File: config.mk
export PLATFORM = sky130hd
export DESIGN_NAME = conversor_binario_bcd
export DESIGN_NICKNAME = d
export VERILOG_FILES = /design/src/rtl/conversor_binario_bcd.sv
export SDC_FILE = /design/constraint.sdc
export NUM_CORES = 1
export LEC_CHECK = 0
export CORE_MARGIN = 4
export CORE_UTILIZATION = 50
export DETAILED_ROUTE_END_ITERATION = 7
export GPL_TIMING_DRIVEN = 0
export PLACE_DENSITY = 0.74
export REMOVE_ABC_BUFFERS = 1
export SETUP_SLACK_MARGIN = 0.2
export SLEW_MARGIN = 5
export SYNTH_ARGS = -nofsm -noshare
export SYNTH_HDL_FRONTEND = slang
export SYNTH_SLANG_ARGS = --single-unit
File: constraint.sdc
create_clock -name clk -period 4.2 [get_ports clk]
set_input_delay 1.26 -clock clk [delete_from_list [all_inputs] [get_ports clk]]
set_output_delay 1.26 -clock clk [all_outputs]
set_load 0.02 [all_outputs]
File: src/rtl/conversor_binario_bcd.sv
// Sequential binary-to-BCD converter using the shift-add-3 (double dabble) algorithm.
// One operand bit per clock; the result and overflow flag are registered on completion.
module conversor_binario_bcd #(
    parameter int unsigned NUM_BITS   = 16,
    parameter int unsigned NUM_DIGITS = 4
) (
    input  logic                    clk,
    input  logic                    rst,
    input  logic                    i_start,
    input  logic [NUM_BITS-1:0]     i_binary,
    output logic                    o_busy,
    output logic                    o_done,
    output logic [4*NUM_DIGITS-1:0] o_bcd,
    output logic                    o_overflow
);

    localparam int unsigned BcdW = 4 * NUM_DIGITS;
    localparam int unsigned CntW = $clog2(NUM_BITS);
    localparam logic [CntW-1:0] LastIter = CntW'(NUM_BITS - 1);

    typedef enum logic [1:0] {StIdle, StShift, StDone} state_e;

    state_e              r_state;
    logic [NUM_BITS-1:0] r_operand;
    logic [BcdW-1:0]     r_scratch;
    logic                r_ovf;
    logic [CntW-1:0]     r_count;

    logic [BcdW-1:0]     w_adjusted;
    logic [BcdW-1:0]     w_shifted;
    logic                w_carry;

    always_comb begin
        w_adjusted = r_scratch;
        for (int d = 0; d < int'(NUM_DIGITS); d++) begin
            if (r_scratch[4*d +: 4] >= 4'd5) begin
                w_adjusted[4*d +: 4] = r_scratch[4*d +: 4] + 4'd3;
            end
        end
    end

    // The bit leaving the top digit is lost from the result and flags overflow.
    assign w_carry   = w_adjusted[BcdW-1];
    assign w_shifted = {w_adjusted[BcdW-2:0], r_operand[NUM_BITS-1]};

    always_ff @(posedge clk or negedge rst) begin
        if (!rst) begin
            r_state    <= StIdle;
            r_operand  <= '0;
            r_scratch  <= '0;
            r_ovf      <= 1'b0;
            r_count    <= '0;
            o_busy     <= 1'b0;
            o_done     <= 1'b0;
            o_bcd      <= '0;
            o_overflow <= 1'b0;
        end else begin
            case (r_state)
                StIdle, StDone: begin
                    o_done <= 1'b0;
                    if (i_start) begin
                        r_operand <= i_binary;
                        r_scratch <= '0;
                        r_ovf     <= 1'b0;
                        r_count   <= '0;
                        o_busy    <= 1'b1;
                        r_state   <= StShift;
                    end else begin
                        r_state <= StIdle;
                    end
                end
                StShift: begin
                    r_scratch <= w_shifted;
                    r_operand <= {r_operand[NUM_BITS-2:0], 1'b0};
                    r_ovf     <= r_ovf | w_carry;
                    r_count   <= r_count + 1'b1;
                    if (r_count == LastIter) begin
                        o_bcd      <= w_shifted;
                        o_overflow <= r_ovf | w_carry;
                        o_busy     <= 1'b0;
                        o_done     <= 1'b1;
                        r_state    <= StDone;
                    end
                end
                default: begin
                    o_busy  <= 1'b0;
                    o_done  <= 1'b0;
                    r_state <= StIdle;
                end
            endcase
        end
    end

endmodule

==> summary.md, run 1 <==
| Metric | Value |
|---|---|
| Most frequent cell after synthesis | sky130_fd_sc_hd__dfrtp_1 |
| Data required time of the worst path | 4.41 ns |
| Core Footprint | 0.00520 mm2 |
| Pleak | ~1.5 nW |
| Clock sinks | 58 |
| YS warnings | 0 |
| Level count of the clock H-tree | 3 |
| Portion of synthesized cell area occupied by the leading cell type | 0.533 |
| Total negative setup slack | 0 ns |
| Number of DRC violations after detailed-routing iteration 0 | 119 |
| Combined area of the multi-input logic cells | about 0.0011 mm2 |
| Share of flip-flops with an asynchronous set or reset | 1.00 |
| Number of global-route vias before repair | roughly 1900 |
| Area leader, netlist | sky130_fd_sc_hd__dfrtp_1 |
| Clk pin slew, worst setup/hold paths | 0.06 ns |
| Fin nets | ~320 |
| Peak per-stage delay on the critical path | roughly 0.65 ns |
| Fmax achieved | between 300 and 400 MHz |
| Area used by sequential logic in the layout | 0.00145 mm2 |
| Dominant cells by area after synthesis | sky130_fd_sc_hd__dfrtp_1 (53%), sky130_fd_sc_hd__nand2_1 (6.8%), sky130_fd_sc_hd__a22oi_1 (4.1%) |
| Cell breakdown of the critical path | clkdlybuf4s50_1, nor2b_2, nor2_4, o21ai_0, nand2_1 |
| Critical Path Fanout Max | 34 |
| Worst hold-check path type | reg -> reg |
| Power per standard cell area | 784 mW/mm2 |
| Inst Count DP | 350 |
| Non-filler instance count after layout | 363 |
| Gate count of the mapped netlist | between 200 and 300 |
| Number of buffers added for setup after CTS | 0 |
| Max-capacitance violation count | 0 |
| Worst setup path category | in -> reg |
| Clock period minus final worst setup slack | 2.83 ns |
| Placer congestion estimate | around 0.75 |
| Average wire per standard cell | around 14 um |
| Maximum vdd drop | 0.369 mV |
| Starting density of the core | 0.523 |
| Worst path arrival time | about 3.0 ns |
| Vert. Die Dim | slightly above 80 um |
| Total CTS buffers | 9 |
| Pin count of the biggest net entering global routing | 37 |
| Hold Violations, Final | 0 |
| End-of-flow core utilization | 0.630 |
| Maximum clock path buffer count | 2 |
| Worst hold slack | approximately 0.47 ns |
| Result of the run | finished clean |
| Proportion of synthesized chip area in sequential cells | 0.533 |
| Count of hold buffers inserted by post-cts repair | 0 |
| Post_cts resized | 0 |
| Area of the die | 0.00669 mm2 |
| Routed via count | 1941 |
| Total overflow reported by the global router | 0 |
| Root buf cell | sky130_fd_sc_hd__clkbuf_8 |
| Vias per Instance | around 5.3 |
| Number of core rows | 26 |
| Latest clock arrival within the worst-skew pair | ~0.33 ns |
| Die width | 81.8 um |
| Synth Area per Inst | around 11 um2 |
| Worst clock skew | around 0.0043 ns |
| Area grow syn2layout | 20.3% |
| Count of flip-flops with a built-in enable after synthesis | 0 |
| Worst max-slew margin expressed relative to the limit | 0.382 |
| Setup repair after global routing missed its margin | false |
| Detailed Place HPWL | between 3000 and 4000 um |
| Ratio of cells with drive above 1 in the final layout | 0.106 |
| Antenna diodes | 0 |
| Cell area after synthesis | around 0.0027 mm2 |
| Setup violators final | 0 |
| Dominant register cell in the synthesized netlist | sky130_fd_sc_hd__dfrtp_1 |
| Number of iterations in the first detailed-routing pass | 5 |
| CP Launch Type | primary input |
| Clock tree from TritonCTS | yes |
| First-pass GRT wire length | around 8700 um |
| Most used standard cells in the synthesized netlist | sky130_fd_sc_hd__dfrtp_1 (58), sky130_fd_sc_hd__nand2_1 (49), sky130_fd_sc_hd__o21ai_0 (22) |
| Slowest cell on crit path | sky130_fd_sc_hd__nor2b_2 |
| Initial antenna violation count | 0 |
| Critical path capture point type | flip-flop |
| Overall Global Routing Usage | 0.174 |
| Flip-flop and latch count after synthesis | just under 60 |
| Max-slew violation total from the final report | 0 |
| Port bufs | 37 |
| Worst-margin pin slew | 0.925 ns |
| Fraction of the cycle the final worst path needs | 0.673 |
| Total wire length after detailed routing | between 4000 and 5000 um |
| Unique masters post-synth | 32 |
| Top-level I/O count | 38 |
| Fillers | between 400 and 500 |
| Antenna viol nets, final | 0 |
| # DRC | 0 |
area by class of cell:
cell class	instances	share of cell area
Tap cell	70	0.0267
Multi-Input combinational cell	174	0.350
Sequential cell	58	0.443
Clock buffer	13	0.0485
Timing Repair Buffer	38	0.120
Inverter	10	0.0122
layout by cell type (no fill, tap or decap):
master,n
sky130_fd_sc_hd__dfrtp_1,58
sky130_fd_sc_hd__nand2_1,49
sky130_fd_sc_hd__clkdlybuf4s50_1,36
sky130_fd_sc_hd__o21ai_0,22
sky130_fd_sc_hd__a22oi_1,15
sky130_fd_sc_hd__a22o_1,11
sky130_fd_sc_hd__clkbuf_8,11
sky130_fd_sc_hd__inv_1,9
sky130_fd_sc_hd__a21oi_1,9
sky130_fd_sc_hd__ha_1,9
sky130_fd_sc_hd__nor3b_1,8
sky130_fd_sc_hd__nor2_1,7
sky130_fd_sc_hd__mux2_4,7
sky130_fd_sc_hd__nand2b_1,6
sky130_fd_sc_hd__xnor2_1,5
sky130_fd_sc_hd__nand3_1,5
sky130_fd_sc_hd__a21oi_2,4
sky130_fd_sc_hd__mux2i_1,4
sky130_fd_sc_hd__nor3_1,4
sky130_fd_sc_hd__clkbuf_1,2
sky130_fd_sc_hd__nor2b_4,1
sky130_fd_sc_hd__nor2b_2,1
sky130_fd_sc_hd__nor2_4,1
sky130_fd_sc_hd__and3_2,1
sky130_fd_sc_hd__o32ai_1,1
sky130_fd_sc_hd__nand2_8,1
sky130_fd_sc_hd__inv_4,1
sky130_fd_sc_hd__nand4_1,1
sky130_fd_sc_hd__o21ai_1,1
sky130_fd_sc_hd__mux2_2,1
sky130_fd_sc_hd__buf_2,1
sky130_fd_sc_hd__buf_16,1
layer usage:
layer / global-route usage / routed length [um] / part of all wire
met2: 0.268 / 2300 / 0.47
met4: 0.0814 / 89 / 0.018
met5: 0 / 0 / 0
met1: 0.223 / 2250 / 0.46
met3: 0.0537 / 267 / 0.054
sequential cells by signal, summed over array words and instances (netlist names):
| signal | cells |
|---|---|
| r_count | 4 |
| o_done | 1 |
| r_state | 2 |
| r_scratch | 16 |
| o_overflow | 1 |
| o_bcd | 16 |
| r_operand | 16 |
| o_busy | 1 |
| r_ovf | 1 |
worst max-delay path, delay by kind of cell:
family | cells | cell delay, ns
AOI/OAI and AO/OA | 1 | 0.25
and+or+nand+nor | 3 | 1.02
buffers and inverters | 1 | 0.50
power by group:
| group | total, mW | internal (mW) | switching (mW) |
|---|---|---|---|
| clock | 0.433 | 0.237 | 0.196 |
| combinational | 1.13 | 0.541 | 0.592 |
| sequential | 1.00 | 0.809 | 0.194 |
| total | 2.57 | 1.59 | 0.981 |
stage by stage:
stage                     worst slack, ns  power [mW]  area [um2]
after CTS                           0.881        2.60        3270
final                                1.37        2.57        3280
after floorplan                      1.56        1.78        2640
after detailed placement            0.525        2.15        3120
after global routing                 1.21        2.79        3280
after global placement             0.0449        2.11        3090
logic make-up (layout without fill, tap and decap cells):
group	count (synthesis)	after routing	synth area share
AO/OA/AOI/OAI	63	63	0.152
XOR/XNOR	5	5	0.0161
adder cells (fa/ha/maj)	9	9	0.0413
buffers and inverters	22	61	0.0473
flip-flops	58	58	0.533
multiplexers	12	12	0.0574
AND/OR/NAND/NOR	85	85	0.153
final timing paths:
kind                                from            end  slack [ns]  cells past startpoint
max in group asynchronous            rst   r_operand[6]        2.58                      2
min reg2reg                r_operand[14]  r_operand[14]        0.47                      2
max                              i_start   r_scratch[7]        1.37                      5
max reg2reg                   r_state[0]      o_bcd[13]        2.05                      4
min                        r_operand[14]  r_operand[14]        0.47                      2
min in group asynchronous            rst  r_scratch[14]        1.03                      1
No activity file was read; power rests on OpenSTA's default activity.
==> inputs of run 2 (changes only) <==
- clock period: 4.2 -> 2.9 ns (I/O delays scaled with it)
==> results of run 2 <==
Same layout as run 1 (identical final DEF). Status: finished clean.
Main changes from that run: setup slack after placement 0.525 ns -> -0.385 ns; number of gates resized after CTS 0 -> 1; setup slack after layout 1.37 ns -> 0.464 ns; register-to-register setup slack 2.05 ns -> 0.75 ns; total power 2.57 mW -> 3.72 mW; worst IR drop on VDD 0.369 mV -> 0.534 mV
==> variant 1: new RTL, config.mk and constraints of run 1 <==
`NUM_DIGITS`: 4 -> 8.
--- a/src/rtl/conversor_binario_bcd.sv
+++ b/src/rtl/conversor_binario_bcd.sv
@@ -2,7 +2,7 @@
 // One operand bit per clock; the result and overflow flag are registered on completion.
 module conversor_binario_bcd #(
     parameter int unsigned NUM_BITS   = 16,
-    parameter int unsigned NUM_DIGITS = 4
+    parameter int unsigned NUM_DIGITS = 8
 ) (
     input  logic                    clk,
     input  logic                    rst,
Interface: changed (resized o_bcd); port bits go from 38 to 54. No check against the original RTL was run, so the function may have changed too.
==> variant 1 against run 1 <==
Total power increased by 57%; largest power group unchanged; die area up 48%; via count grew 57%; sequential cell count is 32 higher; synthesized cell count is 54% higher; highest routed layer unchanged; fmax down 18%; design area grew 53%; setup slack worse by 0.62 ns; wire length up 64%; area after synthesis increased by 54%.
==> variant 1: results (changes against run 1) <==
metric,value,unit,change
status,"complete, no violations",,unchanged
drt_iter0_markers,148,,was 119
yosysSeqAreaShare,53.8,%,was 53.3%
worst_hold_slack,0.483,ns,was 0.473 ns
nClkBuffers,15,,was 13
ys_top_cells_by_area,"dfrtp_1 (54%), o21ai_0 (5.3%), nand2_1 (5.2%), ha_1 (5.1%), mux2_2 (4.0%)",,"was dfrtp_1 (53%), nand2_1 (6.8%), a22oi_1 (4.1%), ha_1 (4.1%), o21ai_0 (4.0%)"
fin_cells,550,,was 363
viasPerCell,5.55,,was 5.35
dieArea,9900,µm²,was 6690 µm²
firstDrtPassIters,4,,was 5
fillCellCount,684,,was 454
hold_path_end,o_bcd[8]$_DFFE_PN0P_,,was r_operand[14]$_DFFE_PN0P_
antenna_cells,0,,unchanged
synth_commonest_cells,"dfrtp_1 (90), nand2_1 (58), o21ai_0 (44), a22o_1 (19)",,"was dfrtp_1 (58), nand2_1 (49), o21ai_0 (22), a22oi_1 (15), a22o_1 (11)"
multiInputGateArea,1760,µm²,was 1150 µm²
ys_types,31,,was 32
seq_power_share,38.4,%,was 39.0%
use_met3,3.93,%,was 5.37%
hp-start,o_bcd[8]$_DFFE_PN0P_,,was r_operand[14]$_DFFE_PN0P_
clk_latency,0.35,ns,was 0.33 ns
area.sequential,2250,µm²,was 1450 µm²
netSwitchingFraction,39.4,%,was 38.2%
synth_compound_area_share,15.4,%,was 15.2%
syn_to_final_growth,19.4,%,was 20.3%
vdd_drop_max,379,µV,was 369 µV
synthXorXnorAreaFrac,1.67,%,was 1.61%
finalClockSkew,0.00606,ns,was 0.00434 ns
place_area,4800,µm²,was 3120 µm²
drive_gt1_share,10.1,%,was 10.6%
grt_util_met2,27.2,%,was 26.8%
wl_met3,428,µm,was 267 µm
layout.nonclk_buf_share,11.7,%,was 12.0%
met1_length,3720,µm,was 2250 µm
ys_ff_latch,90,,was 58
finalPower,4020,µW,was 2570 µW
clock_area_share,4.03,%,was 4.85%
nMultiInputCombCells,266,,was 174
hpwl,5320,µm,was 3180 µm
reg2reg_depth,5,,was 4
synth_fa_ha_area_share,5.08,%,was 4.13%
routedWlPerCell,14.7,µm,was 13.5 µm
reg_top3,"o_bcd x32, r_scratch x32, r_operand x16",,"was o_bcd x16, r_operand x16, r_scratch x16"
nNonClkInverters,18,,was 10
numPortBuffers,53,,was 37
grt_max_degree,69,,was 37
grt_pass1_vias,2938,,was 1902
regToRegSetupSlack,1.77,ns,was 2.05 ns
grt_usage,17.4,%,about the same
final_nets,476,,was 319
synth.avg_cell_area,10.7,µm²,about the same
p_comb,1890,µW,was 1130 µW
route.met2.wl,3760,µm,was 2300 µm
path_clk_slew,0.08,ns,was 0.06 ns
grtUsageMet1,23.6,%,was 22.3%
yosys-mux-area-fraction,6.22,%,was 5.74%
regToRegEndpoint,r_scratch[19]$_DFFE_PN0P_,,was o_bcd[13]$_DFFE_PN0P_
pre_cts_ws,0.389,ns,was 0.525 ns
==> variant 1: changes by cell type after synthesis, sizes merged, moves of 8 or more <==
cell / run 1 / this run
a22o: 11 / 19
a31oi: 0 / 8
dfrtp: 58 / 90
ha: 9 / 17
inv: 10 / 18
mux2: 8 / 16
nand2: 50 / 59
o21ai: 23 / 44
or3b: 0 / 8
==> variant 1: worst max path at each step <==
stage            start                         to  slack, ns
2_1_floorplan  i_start  r_scratch[11]$_DFFE_PN0P_       1.32
3_3_place_gp       rst       o_bcd[2]$_DFFE_PN0P_      -1.43
3_5_place_dp   i_start  r_scratch[19]$_DFFE_PN0P_       0.39
4_1_cts        i_start  r_scratch[19]$_DFFE_PN0P_       0.75
5_1_grt        i_start  r_scratch[11]$_DFFE_PN0P_       0.57
6_report       i_start  r_scratch[19]$_DFFE_PN0P_       0.75
==> variant 1: critical path, cell delays in order <==
cell	delay (ns)
clkdlybuf4s50_1	0.51
nor2b_1	0.97
nor2_4	0.32
buf_16	0.28
o21ai_0	0.17
o21ai_0	0.11
==> variant 2: new RTL, flow settings as in run 1 <==
Made on the original files. Re-encode `state_e` (3 states) as one-hot, 3 bits wide.
--- a/src/rtl/conversor_binario_bcd.sv
+++ b/src/rtl/conversor_binario_bcd.sv
@@ -18,7 +18,7 @@
     localparam int unsigned CntW = $clog2(NUM_BITS);
     localparam logic [CntW-1:0] LastIter = CntW'(NUM_BITS - 1);
 
-    typedef enum logic [1:0] {StIdle, StShift, StDone} state_e;
+    typedef enum logic [2:0] {StIdle = 3'b001, StShift = 3'b010, StDone = 3'b100} state_e;
 
     state_e              r_state;
     logic [NUM_BITS-1:0] r_operand;
Function: same outputs for any inputs over 10 cycles, from zero or initial values and one cycle with rst low; not proved beyond that.
==> variant 2 against run 1 <==
Area after synthesis decreased by 0.73%; design area grew 0.34%; via count increased by 3.5%; die area fell by 0.67%; largest cell class unchanged; critical endpoint is now r_operand[9]$_DFFE_PN0P_; setup slack improved by 0.098 ns; non-clock buffer count unchanged; sequential cell count is 1 higher; wire length rose by 6.6%.
Power is not compared: it rests on default switching activity, and its combinational part moved more than twofold at a synthesized area within 25%.
==> variant 2: results (changes against run 1) <==
metric,value,unit,change
status,"complete, no violations",,unchanged
antenna_cells,0,,unchanged
p_leak,0.00148,µW,
grt_pass1_wl,8970,µm,was 8690 µm
viasPerCell,5.23,,was 5.35
dpl.cell_count,368,,was 350
firstDrtPassIters,4,,was 5
synthArstFlopShare,100,%,unchanged
synth.avg_cell_area,9.98,µm²,was 10.7 µm²
wl,5240,µm,was 4910 µm
grt_max_degree,39,,was 37
synth_commonest_cells,"dfrtp_1 (58), nand2_1 (37), a21oi_1 (27), inv_1 (24), o21ai_0 (20)",,"was dfrtp_1 (58), nand2_1 (49), o21ai_0 (22), a22oi_1 (15), a22o_1 (11)"
synth_flop_cell,dfrtp_1,,unchanged
regToRegSetupSlack,2.29,ns,was 2.05 ns
netSwitchingFraction,33.0,%,
postCtsSetupBuffers,0,,unchanged
slew_headroom,41.0,%,was 38.2%
hold_path_end,r_count[3]$_DFFE_PN0P_,,was r_operand[14]$_DFFE_PN0P_
ys_top_cells_by_area,"dfrtp_1 (54%), nand2_1 (5.1%), a21oi_1 (5.0%), ha_1 (4.2%), o21ai_0 (3.7%)",,"was dfrtp_1 (53%), nand2_1 (6.8%), a22oi_1 (4.1%), ha_1 (4.1%), o21ai_0 (4.0%)"
path_max_fanout,22,,was 34
regToRegEndpoint,r_operand[9]$_DFFE_PN0P_,,was o_bcd[13]$_DFFE_PN0P_
hpwl,3410,µm,was 3180 µm
worst_hold_slack,0.481,ns,was 0.473 ns
path_clk_slew,0.06,ns,about the same
gp_congestion,0.767,,was 0.749
finalClockSkew,0.00846,ns,was 0.00434 ns
grt_pass1_vias,2071,,was 1902
grt_usage,18.1,%,was 17.4%
fin_cells,384,,was 363
drt_iter0_markers,125,,was 119
drive_gt1_share,10.8,%,was 10.6%
cts.path.max_buffers,2,,unchanged
yosysSeqAreaShare,54.7,%,was 53.3%
final_nets,337,,was 319
pre_cts_ws,1.13,ns,was 0.525 ns
cp.arrival,2.90,ns,was 3.04 ns
ys_types,36,,was 32
reg2reg_from,r_state[0]$_DFFE_PN1P_,,was r_state[0]$_DFFE_PN0P_
holdPathStages,1,,was 2
crit_path_top_delay_cell,nand2_1,,was nor2b_2
cp_slowest_stage_delay,0.53,ns,was 0.65 ns
hp-start,r_count[3]$_DFFE_PN0P_,,was r_operand[14]$_DFFE_PN0P_
-- variant 2: cell families after synthesis --
logic type               synth area share [%]
AND/OR/NAND/NOR                          12.4
flip-flops                               54.7
XOR/XNOR                                 1.90
buffers and inverters                    6.02
multiplexers                             2.04
adder cells (fa/ha/maj)                  4.16
AO/OA/AOI/OAI                            18.8
-- variant 2: critical path, delay by kind of cell --
| kind | cells | cell delay (ns) |
|---|---|---|
| AND/OR/NAND/NOR | 2 | 0.82 |
| AO/OA/AOI/OAI | 2 | 0.35 |
| buffers and inverters | 1 | 0.45 |
-- variant 2: how the worst max path moves through the flow --
stage | slack, ns | startpoint | cells past startpoint | end
final | 1.47 | i_start | 5 | r_operand[9]$_DFFE_PN0P_
after CTS | 1.49 | i_start | 5 | r_operand[15]$_DFFE_PN0P_
after floorplan | 1.70 | i_start | 4 | r_count[2]$_DFFE_PN0P_
after global placement | 0.02 | rst | 1 | o_bcd[9]$_DFFE_PN0P_
after global routing | 1.36 | i_start | 5 | r_operand[9]$_DFFE_PN0P_
after detailed placement | 1.13 | i_start | 5 | r_operand[15]$_DFFE_PN0P_
-- variant 2: area by class of cell --
cell class                 count  area (µm²)
inverter                      25        93.8
tap                           70        87.6
clock buffer                  14         163
timing repair buffer          38         385
sequential                    59        1480
fill                         412        1880
multi-input combinational    176        1070
clock inverter                 2        10.0
-- variant 2: layer usage --
| layer | part of all wire, % | vias to the layer above | track usage (%) | wire length (µm) |
|---|---|---|---|---|
| met2 | 50 | 36 | 29.2 | 2600 |
| li1 | - | 1003 | - | - |
| met1 | 44 | 961 | 21.9 | 2330 |
| met5 | 0 | - | 0 | 0 |
| met3 | 3.7 | 9 | 4.71 | 192 |
| met4 | 2.3 | 0 | 10.5 | 122 |
